--- config.mk ---
export PLATFORM = sky130hd
export DESIGN_NAME = score_board
export DESIGN_NICKNAME = d
export VERILOG_FILES = /design/src/rtl/score_pkg.sv /design/src/rtl/seg7_digit.sv /design/src/rtl/score_board.sv
export SDC_FILE = /design/constraint.sdc
export NUM_CORES = 1
export LEC_CHECK = 0
export BUFFER_PORTS_ARGS = -buffer_cell sky130_fd_sc_hd__clkbuf_2
export CAP_MARGIN = 0
export CORE_MARGIN = 2
export CORE_UTILIZATION = 30
export CTS_CLUSTER_DIAMETER = 100
export DETAILED_ROUTE_END_ITERATION = 7
export PLACE_DENSITY_LB_ADDON = 0.12
export REMOVE_ABC_BUFFERS = 1
export SLEW_MARGIN = 40
export SYNTH_ARGS = -nofsm -noshare
export SYNTH_HDL_FRONTEND = slang
export SYNTH_HIERARCHICAL = 1
export SYNTH_SLANG_ARGS = --single-unit
--- constraint.sdc ---
create_clock -name Clock -period 1.5 [get_ports Clock]
set_input_delay 0 -clock Clock [delete_from_list [all_inputs] [get_ports Clock]]
set_output_delay 0 -clock Clock [all_outputs]
set_load 0.05 [all_outputs]
--- src/rtl/score_pkg.sv ---
// ============================================================================
// Module  : score_pkg
// Purpose : Shared types and 7-segment constants for the score_board block.
//           Segment patterns are active-low, bit order {g,f,e,d,c,b,a}.
// Rev     : 1.0  initial release
// ============================================================================
`default_nettype none

package score_pkg;

  typedef enum logic {
    PLAY = 1'b0,
    WON  = 1'b1
  } game_state_t;

  localparam logic [6:0] SEG_BLANK = 7'b1111111;

  localparam logic [6:0] SEG_DIGIT [0:9] = '{
    7'b1000000,  // 0
    7'b1111001,  // 1
    7'b0100100,  // 2
    7'b0110000,  // 3
    7'b0011001,  // 4
    7'b0010010,  // 5
    7'b0000010,  // 6
    7'b1111000,  // 7
    7'b0000000,  // 8
    7'b0010000   // 9
  };

endpackage

`default_nettype wire

--- src/rtl/seg7_digit.sv ---
// ============================================================================
// Module  : seg7_digit
// Purpose : Combinational decimal-digit to active-low 7-segment decoder.
//           Values above 9 show a blank digit.
// Ports   : value  in  4  binary digit value
//           seg    out 7  active-low segments {g..a}
// Rev     : 1.0  initial release
// ============================================================================
`default_nettype none

module seg7_digit
  import score_pkg::*;
(
  input  logic [3:0] value,
  output logic [6:0] seg
);

  always_comb begin
    seg = SEG_BLANK;
    for (int d = 0; d < 10; d++) begin
      if (value == 4'(d)) seg = SEG_DIGIT[d];
    end
  end

endmodule

`default_nettype wire

--- src/rtl/score_board.sv ---
// ============================================================================
// Module  : score_board
// Purpose : N-player point tally for the reaction game. Credits one point per
//           qualifying press (lit target + rising key edge), ends the game at
//           MAX_SCORE, reports the 1-based winner and drives one 7-seg digit
//           per player.
// Ports   : Clock      in   1                    system clock
//           reset      in   1                    async active-high reset
//           new_game   in   1                    sync clear back to PLAY
//           light      in   NUM_PLAYERS          per-player target-lit qualifier
//           KEY        in   NUM_PLAYERS          per-player press, synchronised
//           score      out  NUM_PLAYERS*SCORE_W  packed scores, player 0 in LSBs
//           game_over  out  1                    high while in WON
//           winner     out  PID_W                1-based winner, 0 = none
//           HEX        out  NUM_PLAYERS*7        packed active-low digits
// Rev     : 1.0  initial release
// ============================================================================
`default_nettype none

module score_board
  import score_pkg::*;
#(
  parameter int NUM_PLAYERS = 2,
  parameter int MAX_SCORE   = 7,
  parameter int SCORE_W     = 4,
  parameter int PID_W       = 3
) (
  input  logic                           Clock,
  input  logic                           reset,
  input  logic                           new_game,
  input  logic [NUM_PLAYERS-1:0]         light,
  input  logic [NUM_PLAYERS-1:0]         KEY,
  output logic [NUM_PLAYERS*SCORE_W-1:0] score,
  output logic                           game_over,
  output logic [PID_W-1:0]               winner,
  output logic [NUM_PLAYERS*7-1:0]       HEX
);

  localparam logic [SCORE_W-1:0] MAX_S = SCORE_W'(MAX_SCORE);

  if (MAX_SCORE > 9) begin : g_chk_max
    $error("score_board: MAX_SCORE must not exceed 9");
  end
  if ((2 ** SCORE_W) <= MAX_SCORE) begin : g_chk_score_w
    $error("score_board: SCORE_W too narrow for MAX_SCORE");
  end
  if ((2 ** PID_W) <= NUM_PLAYERS) begin : g_chk_pid_w
    $error("score_board: PID_W too narrow for NUM_PLAYERS");
  end

  game_state_t              state, state_d;
  logic [NUM_PLAYERS-1:0]   key_q;
  logic [SCORE_W-1:0]       scores [NUM_PLAYERS];
  logic [PID_W-1:0]         winner_q;

  logic [NUM_PLAYERS-1:0]   hit;
  logic [NUM_PLAYERS-1:0]   grant;
  logic                     win_now;
  logic [PID_W-1:0]         win_id;
  logic                     found;

  assign hit = light & KEY & ~key_q;

  // Priority select plus next-state. Only the lowest-index hit is considered;
  // higher hits in the same cycle are simply dropped, not queued.
  always_comb begin
    grant   = '0;
    found   = 1'b0;
    win_now = 1'b0;
    win_id  = '0;
    state_d = state;
    if (state == PLAY && !new_game) begin
      for (int i = 0; i < NUM_PLAYERS; i++) begin
        if (hit[i] && !found) begin
          found = 1'b1;
          if (scores[i] < MAX_S) begin
            grant[i] = 1'b1;
            if (scores[i] == MAX_S - 1'b1) begin
              win_now = 1'b1;
              win_id  = PID_W'(i + 1);
            end
          end
        end
      end
    end
    if (new_game) begin
      state_d = PLAY;
    end else if (win_now) begin
      state_d = WON;
    end
  end

  always_ff @(posedge Clock or posedge reset) begin
    if (reset) begin
      state    <= PLAY;
      key_q    <= '0;
      winner_q <= '0;
      for (int i = 0; i < NUM_PLAYERS; i++) scores[i] <= '0;
    end else begin
      // key_q tracks KEY even during new_game so a held key cannot score later.
      key_q <= KEY;
      state <= state_d;
      if (new_game) begin
        winner_q <= '0;
        for (int i = 0; i < NUM_PLAYERS; i++) scores[i] <= '0;
      end else begin
        for (int i = 0; i < NUM_PLAYERS; i++) begin
          if (grant[i]) scores[i] <= scores[i] + 1'b1;
        end
        if (win_now) winner_q <= win_id;
      end
    end
  end

  assign game_over = (state == WON);
  assign winner    = winner_q;

  for (genvar i = 0; i < NUM_PLAYERS; i++) begin : g_digit
    logic [3:0] val;
    assign score[i*SCORE_W +: SCORE_W] = scores[i];
    // Anything outside the legal score range decodes to blank.
    assign val = (scores[i] <= MAX_S) ? 4'(scores[i]) : 4'hF;
    seg7_digit u_seg (
      .value (val),
      .seg   (HEX[i*7 +: 7])
    );
  end

endmodule

`default_nettype wire

==> summary by stage <==
Outcome
The flow ran to the end, but the final reports show violations. The final reports fail on setup timing.

STA
For the final database, setup skew stands at 0.00242 ns. The final critical path takes up 110% of the cycle. At the pin with the least slew margin, the transition time is between 0.5 and 0.6 ns.

Across all setup checks in the final design, the least slack found is -0.145 ns. The maximum clock frequency is 0.608 GHz. Setup repair after global routing could not meet its margin everywhere. The max-slew violation total from the final report came to 0. Setup violations remaining at the end of the flow were counted as 12. The final-report hold violation count is 0. For the finished layout, the period the worst path requires is 1.64 ns. In this run the tightest slew margin relative to its limit is 66.2%.

Routing
In this run, the number of DRC markers left after iteration 0 of detailed routing was 28. The post-detailed-route wirelength per cell is 11.7 um. The detail route stage leaves a number of antenna-violating nets equal to 0. The routed via count divided by cell count is 4.72. Detailed routing inserted a total of 1010 vias. The pre-antenna-repair detailed-routing pass consisted of 4 iterations. The final wirelength is 2490 um. The post-detailed-route DRC marker count is 0.

Clocking
The clock input transition at the sequential cells of the worst setup and hold paths is about 0.08 ns. TritonCTS built the clock tree. The number of H-tree branching levels is 1. The source-to-sink clock delay at the later pin of the worst-skew pair is 0.27 ns.

The longest clock path from root to sink contains 2 buffers. The master cell of the clock root buffer is sky130_fd_sc_hd__clkbuf_4. The CTS buffer count is 3. The TritonCTS sink count is 13.

Setup path
The capture point of the worst reg-to-reg path is winner[0]$_DFFE_PP0P_. The type of the worst setup path is reg2out. At the worst endpoint, the required time is 1.50 ns. The startpoint identified for the worst register-to-register timing path is score[5]$_DFFE_PP0P_. Across all register-to-register paths, the minimum setup slack is 0.07 ns.

At the worst endpoint, the arrival time is 1.64 ns. The signal on the critical path passes through or2_4 -> o21a_1 -> a31oi_4 -> o31ai_1 -> buf_4. The largest single stage delay on the critical path is 0.42 ns. Along the worst path, the maximum fanout reaches 8. Counting cells, the worst reg-to-reg path comes to 5. The largest individual stage delay along the critical path comes from the cell sky130_fd_sc_hd__dfrtp_1. The endpoint kind of the worst setup timing path is an output port. STA classifies the critical path startpoint as a flip-flop. Together, buffers and inverters on the worst path number 1. In this design, the largest share of critical-path delay is due to compound AO/OA/AOI/OAI gates.

Global route
The first global-routing pass estimated 3810 um of wire. Global routing used 13.2% of the available tracks. The number of antenna violations at the first check in global routing is 0. Entering global routing, the biggest net connects 14 pins. The number of global-route vias before repair came to slightly above 900.

After global routing the overflow that remains totals 0.

Finish
The final-layout fill cell count is 300. The area added between synthesis and finish is 66.9%. Of the cells placed in the final design, the portion with a size suffix greater than 1 is 53.0%. The register cell area after layout is 325 um2. The number of nets in the layout is 180. The multi-input combinational cells in the finished layout cover a total of 713 um2.

The antenna diode count is 0.

Yosys
The portion of synthesized cell area occupied by the leading cell type is 32.2%. The number of instances in the synthesized netlist is 109. The post-synthesis instance area is 1010 um2. The fraction of the mapped netlist area in simple logic gates is 30.6%. The predominant post-synthesis flop cell is sky130_fd_sc_hd__dfrtp_1. The post-synthesis compound-gate area fraction is 21.7%. The post-synthesis share of cell area spent on full adders, half adders and majority gates is under 10%. After synthesis, the cell types taking the most area are sky130_fd_sc_hd__dfrtp_1 (32%), sky130_fd_sc_hd__ha_1 (5.0%), sky130_fd_sc_hd__nand2b_1 (4.3%). The most area-hungry cell type in the Yosys netlist is sky130_fd_sc_hd__dfrtp_1.

The synthesized design contains 13 register bits. After synthesis, the mean cell area works out to slightly above 9 um2. For this run, the number of Yosys warnings is 6. Summing the areas of all xor and xnor instances in the mapped netlist gives 0% of the synthesized area. In this run, distinct cell masters in the synthesized netlist total 39. In the synthesized netlist, mux cells make up 2.97% of the area. The share of the Yosys chip area taken by registers is 32.2%. In this run, synthesis inferred 0 flip-flops with an integrated enable. The async set-reset flop share out of synthesis is 100%. After synthesis, the largest family of logic cells by area is simple AND/OR/NAND/NOR gates.

Die
The starting utilization of the core area is 30.7%. The initialized floorplan defines 21 standard-cell rows. Measured along the x axis, the die boundary spans 62.0 um. The die height is roughly 62 um.

The core footprint is 3280 um2. The overall die area is 3850 um2. The number of top-level design ports is 33.

Pwr
Total power for the finished layout comes to between 800 and 900 uW. Summed over all cells, the static leakage comes to roughly 0.85 nW. Power spread over the standard cell area amounts to 487 nW/um2. The peak supply drop is 437 uV.

Worst hold path
The startpoint identified for the worst hold timing path is new_game. The number of cells on the worst hold path is 2. For hold timing, the worst endpoint is score[7]$_DFFE_PP0P_. The tightest min-delay check is of the in2reg type.

Place
At the placement stage, the worst setup path has a slack of -0.00155 ns. The congestion estimate from routability-driven global placement came to 0.715. The sum of net half-perimeters after detailed placement is 1740 um. The count of buffers added on input and output ports is 31.

Flow run
The tool flagged a number of max-cap violations equal to 0.
-- synthesized netlist by cell type, drive strengths merged, types with 4 or more instances --
| master | count |
|---|---|
| o21ai | 7 |
| nand2b | 7 |
| nand2 | 5 |
| buf | 4 |
| dfrtp | 13 |
| or2 | 5 |
| nor2 | 5 |
| ha | 4 |
| nor2b | 5 |
| inv | 8 |
-- cell usage in the layout (no fill, tap or decap), types with 2 or more instances in the layout --
cell / Yosys / layout
sky130_fd_sc_hd__a211o_1: 2 / 2
sky130_fd_sc_hd__a21bo_1: 2 / 2
sky130_fd_sc_hd__a21oi_1: 3 / 3
sky130_fd_sc_hd__a221o_2: 2 / 2
sky130_fd_sc_hd__a41oi_1: 2 / 2
sky130_fd_sc_hd__and2_1: 3 / 2
sky130_fd_sc_hd__and3b_1: 3 / 3
sky130_fd_sc_hd__buf_4: 1 / 22
sky130_fd_sc_hd__buf_6: 2 / 6
sky130_fd_sc_hd__buf_8: 0 / 9
sky130_fd_sc_hd__clkbuf_2: 0 / 17
sky130_fd_sc_hd__clkbuf_4: 0 / 3
sky130_fd_sc_hd__clkbuf_8: 0 / 2
sky130_fd_sc_hd__dfrtp_1: 13 / 13
sky130_fd_sc_hd__dlygate4sd3_1: 0 / 3
sky130_fd_sc_hd__ha_1: 4 / 3
sky130_fd_sc_hd__inv_1: 8 / 6
sky130_fd_sc_hd__mux2i_1: 3 / 3
sky130_fd_sc_hd__nand2_1: 5 / 4
sky130_fd_sc_hd__nand2b_1: 7 / 5
sky130_fd_sc_hd__nand2b_4: 0 / 2
sky130_fd_sc_hd__nand3_1: 2 / 2
sky130_fd_sc_hd__nand4_1: 2 / 2
sky130_fd_sc_hd__nor2_1: 5 / 4
sky130_fd_sc_hd__nor2b_1: 5 / 3
sky130_fd_sc_hd__nor2b_4: 0 / 2
sky130_fd_sc_hd__nor3_4: 1 / 2
sky130_fd_sc_hd__nor3b_4: 0 / 2
sky130_fd_sc_hd__o21a_1: 2 / 2
sky130_fd_sc_hd__o21ai_1: 3 / 5
sky130_fd_sc_hd__o21ai_2: 0 / 2
sky130_fd_sc_hd__o22a_2: 2 / 2
sky130_fd_sc_hd__o31ai_1: 2 / 2
sky130_fd_sc_hd__or2_4: 0 / 6
-- final cells by class --
class	instances	area share, %
multi-input cells	83	42.3
repair buffers	60	31.5
flip-flops and latches	13	19.3
well taps	46	3.41
inverters	8	1.93
clock buffers	4	1.56
-- worst max path at each step --
stage | from | slack, ns | depth (start not counted) | endpoint
after floorplan | score[3]$_DFFE_PP0P_ | -0.90 | 4 | HEX[1]
after global placement | score[7]$_DFFE_PP0P_ | 0.04 | 5 | HEX[13]
after detailed placement | score[3]$_DFFE_PP0P_ | -0.002 | 5 | HEX[6]
after CTS | score[3]$_DFFE_PP0P_ | -0.16 | 5 | HEX[6]
after global routing | score[7]$_DFFE_PP0P_ | -0.21 | 5 | HEX[13]
final | score[7]$_DFFE_PP0P_ | -0.14 | 5 | HEX[13]
-- sequential cells by signal, summed over array words and instances (netlist names) --
signal     count
key_q          2
score          8
game_over      1
winner         2
-- report_power, final --
part | switching [mW] | internal, mW | total (mW) | leakage (nW)
Sequential | 0.00264 | 0.356 | 0.359 | 0.176
Combinational | 0.143 | 0.106 | 0.248 | 0.656
Clock | 0.110 | 0.103 | 0.212 | 0.0150
Total | 0.255 | 0.565 | 0.820 | 0.847
-- cell families after synthesis --
logic type / after synthesis
AO/OA/AOI/OAI: 28
adder cells (fa/ha/maj): 4
buffers and inverters: 14
flip-flops: 13
multiplexers: 3
other: 1
AND/OR/NAND/NOR: 46
-- routing by layer --
metal	vias to the layer above	share of wire, %	track usage, %
li1	506	-	-
met1	479	44	16.0
met2	23	52	23.5
met3	2	4.0	2.28
met4	0	0.64	4.26
met5	-	0	0
-- per-stage QoR --
| stage | utilization [%] | std cells | setup TNS (ns) | area (um2) | hold slack [ns] |
|---|---|---|---|---|---|
| after floorplan | - | 103 | -5.65 | 967 | -0.123 |
| after global placement | 39.4 | 193 | 0 | 1290 | 0.0296 |
| after detailed placement | 39.4 | 193 | -0.00155 | 1290 | 0.0399 |
| after CTS | 49.1 | 212 | -1.02 | 1610 | 0.0935 |
| after global routing | 51.3 | 214 | -1.92 | 1690 | 0.148 |
| final | 51.3 | 214 | -0.976 | 1690 | 0.109 |
-- what timing repair did --
action,CTS,global route
endpoints found under the hold margin,15,0
pin swaps,12,12
hold buffers,3,0
setup buffers,12,1
endpoints found under the setup margin,14,16
cloned,0,1
resized for setup,48,23
No activity file was read; power rests on OpenSTA's default activity.
